File: src/rtl/gf_point_add_ctrl.sv
// Sequencer for affine elliptic-curve point addition R = P + Q over GF(p).
// Drives an external GFAU through a fixed 9-step microprogram and holds all
// intermediates in local registers; the only local arithmetic is the x1==x2
// compare and the per-operation timeout counter.
module gf_point_add_ctrl #(
    parameter int unsigned TIMEOUT = 1023,
    parameter logic [1:0]  OP_ADD  = 2'b00,
    parameter logic [1:0]  OP_SUB  = 2'b01,
    parameter logic [1:0]  OP_MULT = 2'b10,
    parameter logic [1:0]  OP_DIV  = 2'b11
) (
    input  logic        i_clk,
    input  logic        i_rst,
    input  logic        i_start,
    input  logic [31:0] i_x1,
    input  logic [31:0] i_y1,
    input  logic [31:0] i_x2,
    input  logic [31:0] i_y2,
    input  logic [31:0] i_prime,
    output logic        o_busy,
    output logic        o_done,
    output logic        o_err,
    output logic [1:0]  o_err_code,
    output logic [31:0] o_x3,
    output logic [31:0] o_y3,
    output logic [31:0] o_in_0,
    output logic [31:0] o_in_1,
    output logic [31:0] o_prime,
    output logic [1:0]  o_op,
    output logic        o_dfc,
    input  logic [31:0] i_gfau_result,
    input  logic        i_gfau_done
);

    localparam int unsigned W         = 32;
    localparam int unsigned CW        = $clog2(TIMEOUT + 1);
    localparam logic [3:0]  LAST_STEP = 4'd8;

    localparam logic [1:0] CODE_NONE = 2'b00;
    localparam logic [1:0] CODE_XEQ  = 2'b01;
    localparam logic [1:0] CODE_TO   = 2'b10;

    typedef enum logic [2:0] {
        S_IDLE, S_CHECK, S_ISSUE, S_WAIT, S_ACK, S_FINISH
    } state_t;

    state_t         state;
    logic [3:0]     step;
    logic [CW-1:0]  cnt;
    logic [W-1:0]   x1_r, y1_r, x2_r, y2_r;
    logic [W-1:0]   t0, t1, lam, t2, t3, x3_r, y3_r;

    logic [3:0]     ld_step;
    logic [W-1:0]   ld_a, ld_b;
    logic [1:0]     ld_op;

    // Operands and opcode of the step about to be issued (step 0 from CHECK, else step+1).
    always_comb begin
        ld_step = (state == S_CHECK) ? 4'd0 : 4'(step + 4'd1);
        ld_a    = '0;
        ld_b    = '0;
        ld_op   = OP_ADD;
        case (ld_step)
            4'd0:    begin ld_a = y2_r; ld_b = y1_r; ld_op = OP_SUB;  end
            4'd1:    begin ld_a = x2_r; ld_b = x1_r; ld_op = OP_SUB;  end
            4'd2:    begin ld_a = t0;   ld_b = t1;   ld_op = OP_DIV;  end
            4'd3:    begin ld_a = lam;  ld_b = lam;  ld_op = OP_MULT; end
            4'd4:    begin ld_a = t2;   ld_b = x1_r; ld_op = OP_SUB;  end
            4'd5:    begin ld_a = t2;   ld_b = x2_r; ld_op = OP_SUB;  end
            4'd6:    begin ld_a = x1_r; ld_b = x3_r; ld_op = OP_SUB;  end
            4'd7:    begin ld_a = lam;  ld_b = t3;   ld_op = OP_MULT; end
            4'd8:    begin ld_a = t3;   ld_b = y1_r; ld_op = OP_SUB;  end
            default: begin ld_a = '0;   ld_b = '0;   ld_op = OP_ADD;  end
        endcase
    end

    // Control FSM, microprogram sequencing and registered GFAU/result outputs.
    always_ff @(posedge i_clk or negedge i_rst) begin
        if (!i_rst) begin
            state      <= S_IDLE;
            step       <= '0;
            cnt        <= '0;
            x1_r       <= '0;
            y1_r       <= '0;
            x2_r       <= '0;
            y2_r       <= '0;
            t0         <= '0;
            t1         <= '0;
            lam        <= '0;
            t2         <= '0;
            t3         <= '0;
            x3_r       <= '0;
            y3_r       <= '0;
            o_busy     <= 1'b0;
            o_done     <= 1'b0;
            o_err      <= 1'b0;
            o_err_code <= CODE_NONE;
            o_x3       <= '0;
            o_y3       <= '0;
            o_in_0     <= '0;
            o_in_1     <= '0;
            o_prime    <= '0;
            o_op       <= OP_ADD;
            o_dfc      <= 1'b1;
        end else begin
            o_done <= 1'b0;
            o_err  <= 1'b0;
            case (state)
                S_IDLE: begin
                    if (i_start) begin
                        x1_r       <= i_x1;
                        y1_r       <= i_y1;
                        x2_r       <= i_x2;
                        y2_r       <= i_y2;
                        o_prime    <= i_prime;
                        o_err_code <= CODE_NONE;
                        o_busy     <= 1'b1;
                        state      <= S_CHECK;
                    end
                end
                S_CHECK: begin
                    if (x1_r == x2_r) begin
                        o_err_code <= CODE_XEQ;
                        o_done     <= 1'b1;
                        o_err      <= 1'b1;
                        state      <= S_FINISH;
                    end else begin
                        step   <= '0;
                        cnt    <= '0;
                        o_in_0 <= ld_a;
                        o_in_1 <= ld_b;
                        o_op   <= ld_op;
                        o_dfc  <= 1'b0;
                        state  <= S_ISSUE;
                    end
                end
                S_ISSUE: begin
                    cnt   <= '0;
                    state <= S_WAIT;
                end
                S_WAIT: begin
                    if (i_gfau_done) begin
                        case (step)
                            4'd0:    t0   <= i_gfau_result;
                            4'd1:    t1   <= i_gfau_result;
                            4'd2:    lam  <= i_gfau_result;
                            4'd3:    t2   <= i_gfau_result;
                            4'd4:    t2   <= i_gfau_result;
                            4'd5:    x3_r <= i_gfau_result;
                            4'd6:    t3   <= i_gfau_result;
                            4'd7:    t3   <= i_gfau_result;
                            default: y3_r <= i_gfau_result;
                        endcase
                        o_dfc <= 1'b1;
                        state <= S_ACK;
                    end else if (cnt + CW'(1) == CW'(TIMEOUT)) begin
                        o_err_code <= CODE_TO;
                        o_done     <= 1'b1;
                        o_err      <= 1'b1;
                        o_dfc      <= 1'b1;
                        state      <= S_FINISH;
                    end else begin
                        cnt <= cnt + CW'(1);
                    end
                end
                S_ACK: begin
                    if (step == LAST_STEP) begin
                        o_x3       <= x3_r;
                        o_y3       <= y3_r;
                        o_err_code <= CODE_NONE;
                        o_done     <= 1'b1;
                        state      <= S_FINISH;
                    end else begin
                        step   <= ld_step;
                        cnt    <= '0;
                        o_in_0 <= ld_a;
                        o_in_1 <= ld_b;
                        o_op   <= ld_op;
                        o_dfc  <= 1'b0;
                        state  <= S_ISSUE;
                    end
                end
                S_FINISH: begin
                    o_busy <= 1'b0;
                    state  <= S_IDLE;
                end
                default: state <= S_IDLE;
            endcase
        end
    end

endmodule
File: config.mk
export PLATFORM = sky130hd
export DESIGN_NAME = gf_point_add_ctrl
export DESIGN_NICKNAME = d
export VERILOG_FILES = /design/src/rtl/gf_point_add_ctrl.sv
export SDC_FILE = /design/constraint.sdc
export NUM_CORES = 1
export LEC_CHECK = 0
export ABC_AREA = 1
export CAP_MARGIN = 20
export CORE_MARGIN = 2
export CORE_UTILIZATION = 55
export DETAILED_ROUTE_END_ITERATION = 10
export GPL_TIMING_DRIVEN = 0
export PLACE_DENSITY = 0.8
export SLEW_MARGIN = 20
export SYNTH_ARGS = -nofsm -noshare
export SYNTH_HDL_FRONTEND = slang
export SYNTH_SLANG_ARGS = --single-unit
File: constraint.sdc
create_clock -name i_clk -period 2.4 [get_ports i_clk]
set_input_delay 0.72 -clock i_clk [delete_from_list [all_inputs] [get_ports i_clk]]
set_output_delay 0.72 -clock i_clk [all_outputs]
set_load 0.02 [all_outputs]
After elaboration in Yosys (flattened, before gate mapping)
Index checks and enable logic that the tools add are counted.
W data, S select, Z words.
Storage, ports and cells
  register bits: 537
  output and inout bits: 168
  bits of input ports: 196
  word-level logic and storage cells: 137
Operators by class
  reduce and logical (&&, ||, !) cells: 31
  bitwise operators: 1
  equal/unequal tests: 32
  multiplexer cells: 46
  $add $sub $neg: 2
Operator list (number)
  $pmux W32 S7: 2
  $mux W32: 4
  $pmux W32 S2: 2
  $mux W10: 4
  $pmux W10 S4: 1
  $eq A32 B32 Y1: 1
  $eq A4 B3 Y1 const B: 8
  $reduce_and A3 Y1: 8
  $eq A4 B2 Y1 const B: 4
  $mux W3: 5
  $pmux W3 S5: 1
  $mux W2: 7
  $ne A2 B2 Y1 const B: 7
  $mux W4: 3
  $reduce_or A2 Y1: 6
  $add A10 B1 Y10 const B: 1
  $eq A10 B10 Y1 const B: 1
  $mux W1: 9
  $eq A4 B1 Y1 const B: 2
  $eq A4 B4 Y1 const B: 2
  $logic_not A4 Y1: 2
  $pmux W2 S4: 1
  $pmux W4 S2: 1
  $reduce_and A2 Y1: 4
  other kinds (20): 26

Logic depth before layout (Yosys ltp)
  word-level depth: 7
  gate-level depth with buffers: 14
  mapped depth without buffers: 13

Least setup slack after synthesis
Ideal clock, no wire load.
  kind: reg-to-reg
  start: register step[0]
  end: register o_in_1[25]
  setup slack: 339 ps
  buffers on the path: 3
  data required time: 2335 ps
  arrival: 1996 ps
  setup time: 65 ps
  period minus slack after synthesis: 2061 ps
  stages on the path, launching flop included: 14
  cell sequence: dfrtp_1 buf_2 inv_1 ha_1 nand2_1 nor2_2 buf_2 buf_2 nand3_1 nand3_1 nor2_1 nand3_1 nand2_1 nand2_1
On the way
  cells in the longest elaborated chain, start to end: 7
  elaborated cells on any way between the ends: 20
  classes of those cells: 1 x add/sub; 10 x eq/ne; 5 x mux; 4 x reduce/logical
RTL lines
  from (decl): line 48  | logic [3:0] step;
  from (signal assigned): line 174  | step <= ld_step;
  $add A4 B1 Y4: line 59  | ld_step = (state == S_CHECK) ? 4'd0 : 4'(step + 4'd1);
  $mux W4: line 59
  $eq A4 B4 Y1, or another cell as far along: line 63  | case (ld_step)
  $reduce_or A2 Y1 (no line)
  $pmux W32 S7: line 63
  $mux W32, on equally long branches: line 167, 122
  $pmux W32 S2: line 108  | case (state)
  to (signal assigned): line 131  | o_in_1 <= ld_b;
  to (signal assigned): line 177  | o_in_1 <= ld_b;
  to (decl): line 27  | output logic [31:0] o_in_1,
Several ways; a longest one is shown, not always the timed one. The select of a mux whose other input is x is not followed.
A chain may end at the register's enable or synchronous reset.

Worst setup path after layout
  start: register step[0]
  end: register o_in_0[31]
On the way
  cells in the longest elaborated chain, start to end: 7
  elaborated cells on any way between the ends: 20
  classes of those cells: 1 x add/sub; 10 x eq/ne; 5 x mux; 4 x reduce/logical
RTL lines
  $add A4 B1 Y4: line 59
  $mux W4: line 59
  $eq A4 B3 Y1 / $eq A4 B2 Y1 (equally long branches): line 63
  $reduce_or A2 Y1 (no line)
  $pmux W32 S7: line 63
  $mux W32, on equally long branches: line 167, 122
  $pmux W32 S2: line 108
  to (signal assigned): line 130  | o_in_0 <= ld_a;
  to (signal assigned): line 176  | o_in_0 <= ld_a;
  to (decl): line 26  | output logic [31:0] o_in_0,
Several ways; a longest one is shown, not always the timed one. The select of a mux whose other input is x is not followed.

==> flow_summary.json <==
{
  "outcome": "finished, violations left",
  "violations": "negative setup slack",
  "routed_wl_mm": 91.5,
  "viasPerCell": 5.76,
  "final_hold_viol_count": 0,
  "fmax_mhz": 392,
  "synth_top_area_cell": "dfrtp_1",
  "ys_seq_area_frac": 0.556,
  "hp-class": "primary input to asynchronous set/reset pin",
  "reg2reg_slack_ns": -0.15,
  "synth_most_common_cell": "nand2_1",
  "finalClockSkew_ns": 0.0235,
  "placed_cells": 3891,
  "synth_area_leaders": "dfrtp_1 (56%), nand2_1 (19%), o21ai_0 (6.0%)",
  "n_fill_cell": 3284,
  "wire_per_inst_um": 22.7,
  "finalCriticalPeriod_ns": 2.55,
  "synthesis.area_sq_mm": 0.0242,
  "synth_cell_type_count": 36,
  "core_area_sq_mm": 0.0432,
  "drive_gt1_frac": 0.112,
  "cellLeakagePower_nw": 15.5,
  "yosys-top-cells-count": "nand2_1 (1,202), dfrtp_1 (536), o21ai_0 (290), nand3_1 (205), nor2_1 (185)",
  "rows": 76,
  "syn_inst": 2938,
  "endpoint_kind": "register",
  "clk_pin_slew_ns": 0.06,
  "worst-path-max-fanout": 10,
  "worstPathArrival_ns": 3.11,
  "die-area_sq_mm": 0.0456,
  "port_buffers": 363,
  "clkSinkCount": 537,
  "pin_count": 364,
  "path_class": "register to register",
  "hpwl_mm": 64.1,
  "die_height_um": 214,
  "antenna_found_initial": 2,
  "yosys_warnings": 0,
  "synth-main-ff-cell": "dfrtp_1",
  "final_max_slew_viol_count": 0,
  "antenna_left": 0,
  "clockBufferDepth": 3,
  "ir_worst_vdd_v": 0.000636,
  "num_vias": 23209,
  "power.density_mw_per_mm2": 1180,
  "instances_no_fill": 4029,
  "synthArstFlopShare": 1.00,
  "clock_tree.root_cell": "clkbuf_16",
  "postLayoutSetupSlackWorst_ns": -0.151,
  "htreeDepth": 2,
  "track_usage": 0.400,
  "setup-violations-final": 44,
  "cts_tree": "built",
  "drc_errors": 0,
  "synth_nets": 3140,
  "worstSetupStartpointType": "register",
  "fin_nets": 3599,
  "critPathRequiredTime_ns": 2.96,
  "dr.pass1.iters": 8,
  "start_util": 0.560,
  "syn2layout_area_growth_pct": 30.9,
  "syn_area_per_cell_sq_um": 8.22,
  "min_period_over_period": 1.06,
  "first_global_vias": 22706,
  "slowest_delay_ns": 0.42,
  "worstMarginPinSlew_ns": 0.765,
  "hold_buffers": 0,
  "synth-seq-cells": 537,
  "drv_cap": 0,
  "numCtsBuffers": 55,
  "die_w_um": 214,
  "max-slew-margin-rel": 0.490,
  "synth_edf_count": 0,
  "grt_overflow": 0,
  "cp_cell_sequence": "buf_6 > clkinvlp_4 > ha_4 > o21ai_4 > nand2_2 > buf_4 > nor2_4 > buf_12 > buf_6 > nand2_1 > nand2_1 > nor2_1 > nand4_1 > nand2_1 > nand2_1",
  "routabilityCongestion": 0.961,
  "initialDrtViolationCount": 2803,
  "netlist.area_leader.share": 0.555,
  "cpMostUsedCell": "nand2_1",
  "grt_max_degree": 101,
  "final.setup.tns_ns": -2.02,
  "clk_latency_ns": 0.64,
  "grt_pass1_wl_mm": 135,
  "pre_cts_ws_ns": -0.991,
  "rsz0062_at_grt": "true",
  "critPathSlowestCell": "dfrtp_2"
}
==> worst max-delay path: cells and delay by family, from the launching register on <==
kind	cells	cell delay, ns
AOI/OAI and AO/OA	1	0.17
adders and majority gates	1	0.29
buffers and inverters	5	0.67
DFF	1	0.42
and+or+nand+nor	8	0.91
==> per-layer routing <==
layer / routed length (um) / up-vias / part of all wire / track usage
li1: - / 10262 / - / -
met1: 34200 / 11156 / 0.37 / 0.526
met2: 41300 / 1445 / 0.45 / 0.611
met3: 10200 / 344 / 0.11 / 0.0993
met4: 5680 / 2 / 0.062 / 0.220
met5: 89 / - / 0.00097 / 0
==> flip-flops by register name, summed over array words and instances, names as in the netlist, 3 cells and up <==
name,cells
x3_r,32
t2,32
o_in_1,32
x1_r,32
y2_r,32
t0,32
x2_r,32
t1,32
t3,32
y1_r,32
lam,32
cnt,10
y3_r,32
o_x3,32
o_prime,32
o_in_0,32
state,3
step,4
o_y3,32
==> power breakdown <==
part | switching (mW) | total, mW | internal, mW
clock network | 3.82 | 8.84 | 5.02
registers | 1.66 | 13.1 | 11.5
logic | 9.63 | 15.2 | 5.61
==> cells by family after synthesis <==
| family | Yosys count | synth area share |
|---|---|---|
| AOI/OAI and AO/OA | 346 | 0.0728 |
| xor gates and xnor gates | 18 | 0.00653 |
| adders and majority gates | 6 | 0.00311 |
| buffers and inverters | 318 | 0.0558 |
| DFF | 537 | 0.556 |
| muxes | 64 | 0.0298 |
| and+or+nand+nor | 1649 | 0.276 |
==> layout by cell type, fill, tap and decap left out, types with 5 or more instances in the layout <==
master	count
clkinvlp_4	8
nand3_1	188
a21oi_1	36
nor2_1	174
buf_8	8
buf_16	5
inv_2	6
nand2_1	1186
nand2_2	14
nand4_1	36
buf_6	32
clkbuf_16	57
nor2_2	9
mux2_2	64
nand3_2	15
clkbuf_1	57
clkdlybuf4s50_1	355
o21ai_1	14
buf_4	37
nor2_4	8
clkinv_2	12
clkbuf_8	17
dfrtp_1	534
o21ai_0	290
clkbuf_4	12
xnor2_1	17
nand2_4	7
buf_2	24
buf_12	12
inv_1	149
clkbuf_2	10
dlymetal6s2s_1	5
==> what timing repair did <==
action	4_1_cts	5_1_grt
buffers inserted	12	18
endpoints found under the setup margin	343	283
gates resized for setup	107	147
gates cloned	2	2
pin swaps	8	31
endpoints found under the hold margin	0	0
==> metrics by stage <==
stage                      util  hold slack [ns]  area [sq um]  power [mW]
final                     0.733           0.0241         31600        37.2
after global routing      0.733           0.0998         31600        38.8
after CTS                 0.717           0.0728         31000        35.8
after detailed placement  0.664            0.454         28700        26.3
after global placement    0.661            0.455         28500        26.0
after floorplan               -            0.424         24200        20.5
==> cell type report <==
class	count	area [sq um]	area share
antenna	3	7.51	0.000237
clock inverter	23	214	0.00676
clock buffer	78	1620	0.0513
sequential	537	13400	0.425
inverter	160	614	0.0194
multi-input combinational	2084	9700	0.307
tap	585	732	0.0231
buffer	158	1130	0.0358
timing repair buffer	401	4160	0.132
==> path summary, 6_finish.rpt <==
path                          from         end  cells past startpoint
max                        step[0]  o_in_0[31]                     15
min                          i_rst    o_y3[12]                      1
max reg2reg                step[0]  o_in_0[31]                     15
min reg2reg                  o_dfc       o_dfc                      2
max in group asynchronous    i_rst     y2_r[4]                      4
min in group i_clk           o_dfc       o_dfc                      2
No activity file was read; power rests on OpenSTA's default activity.
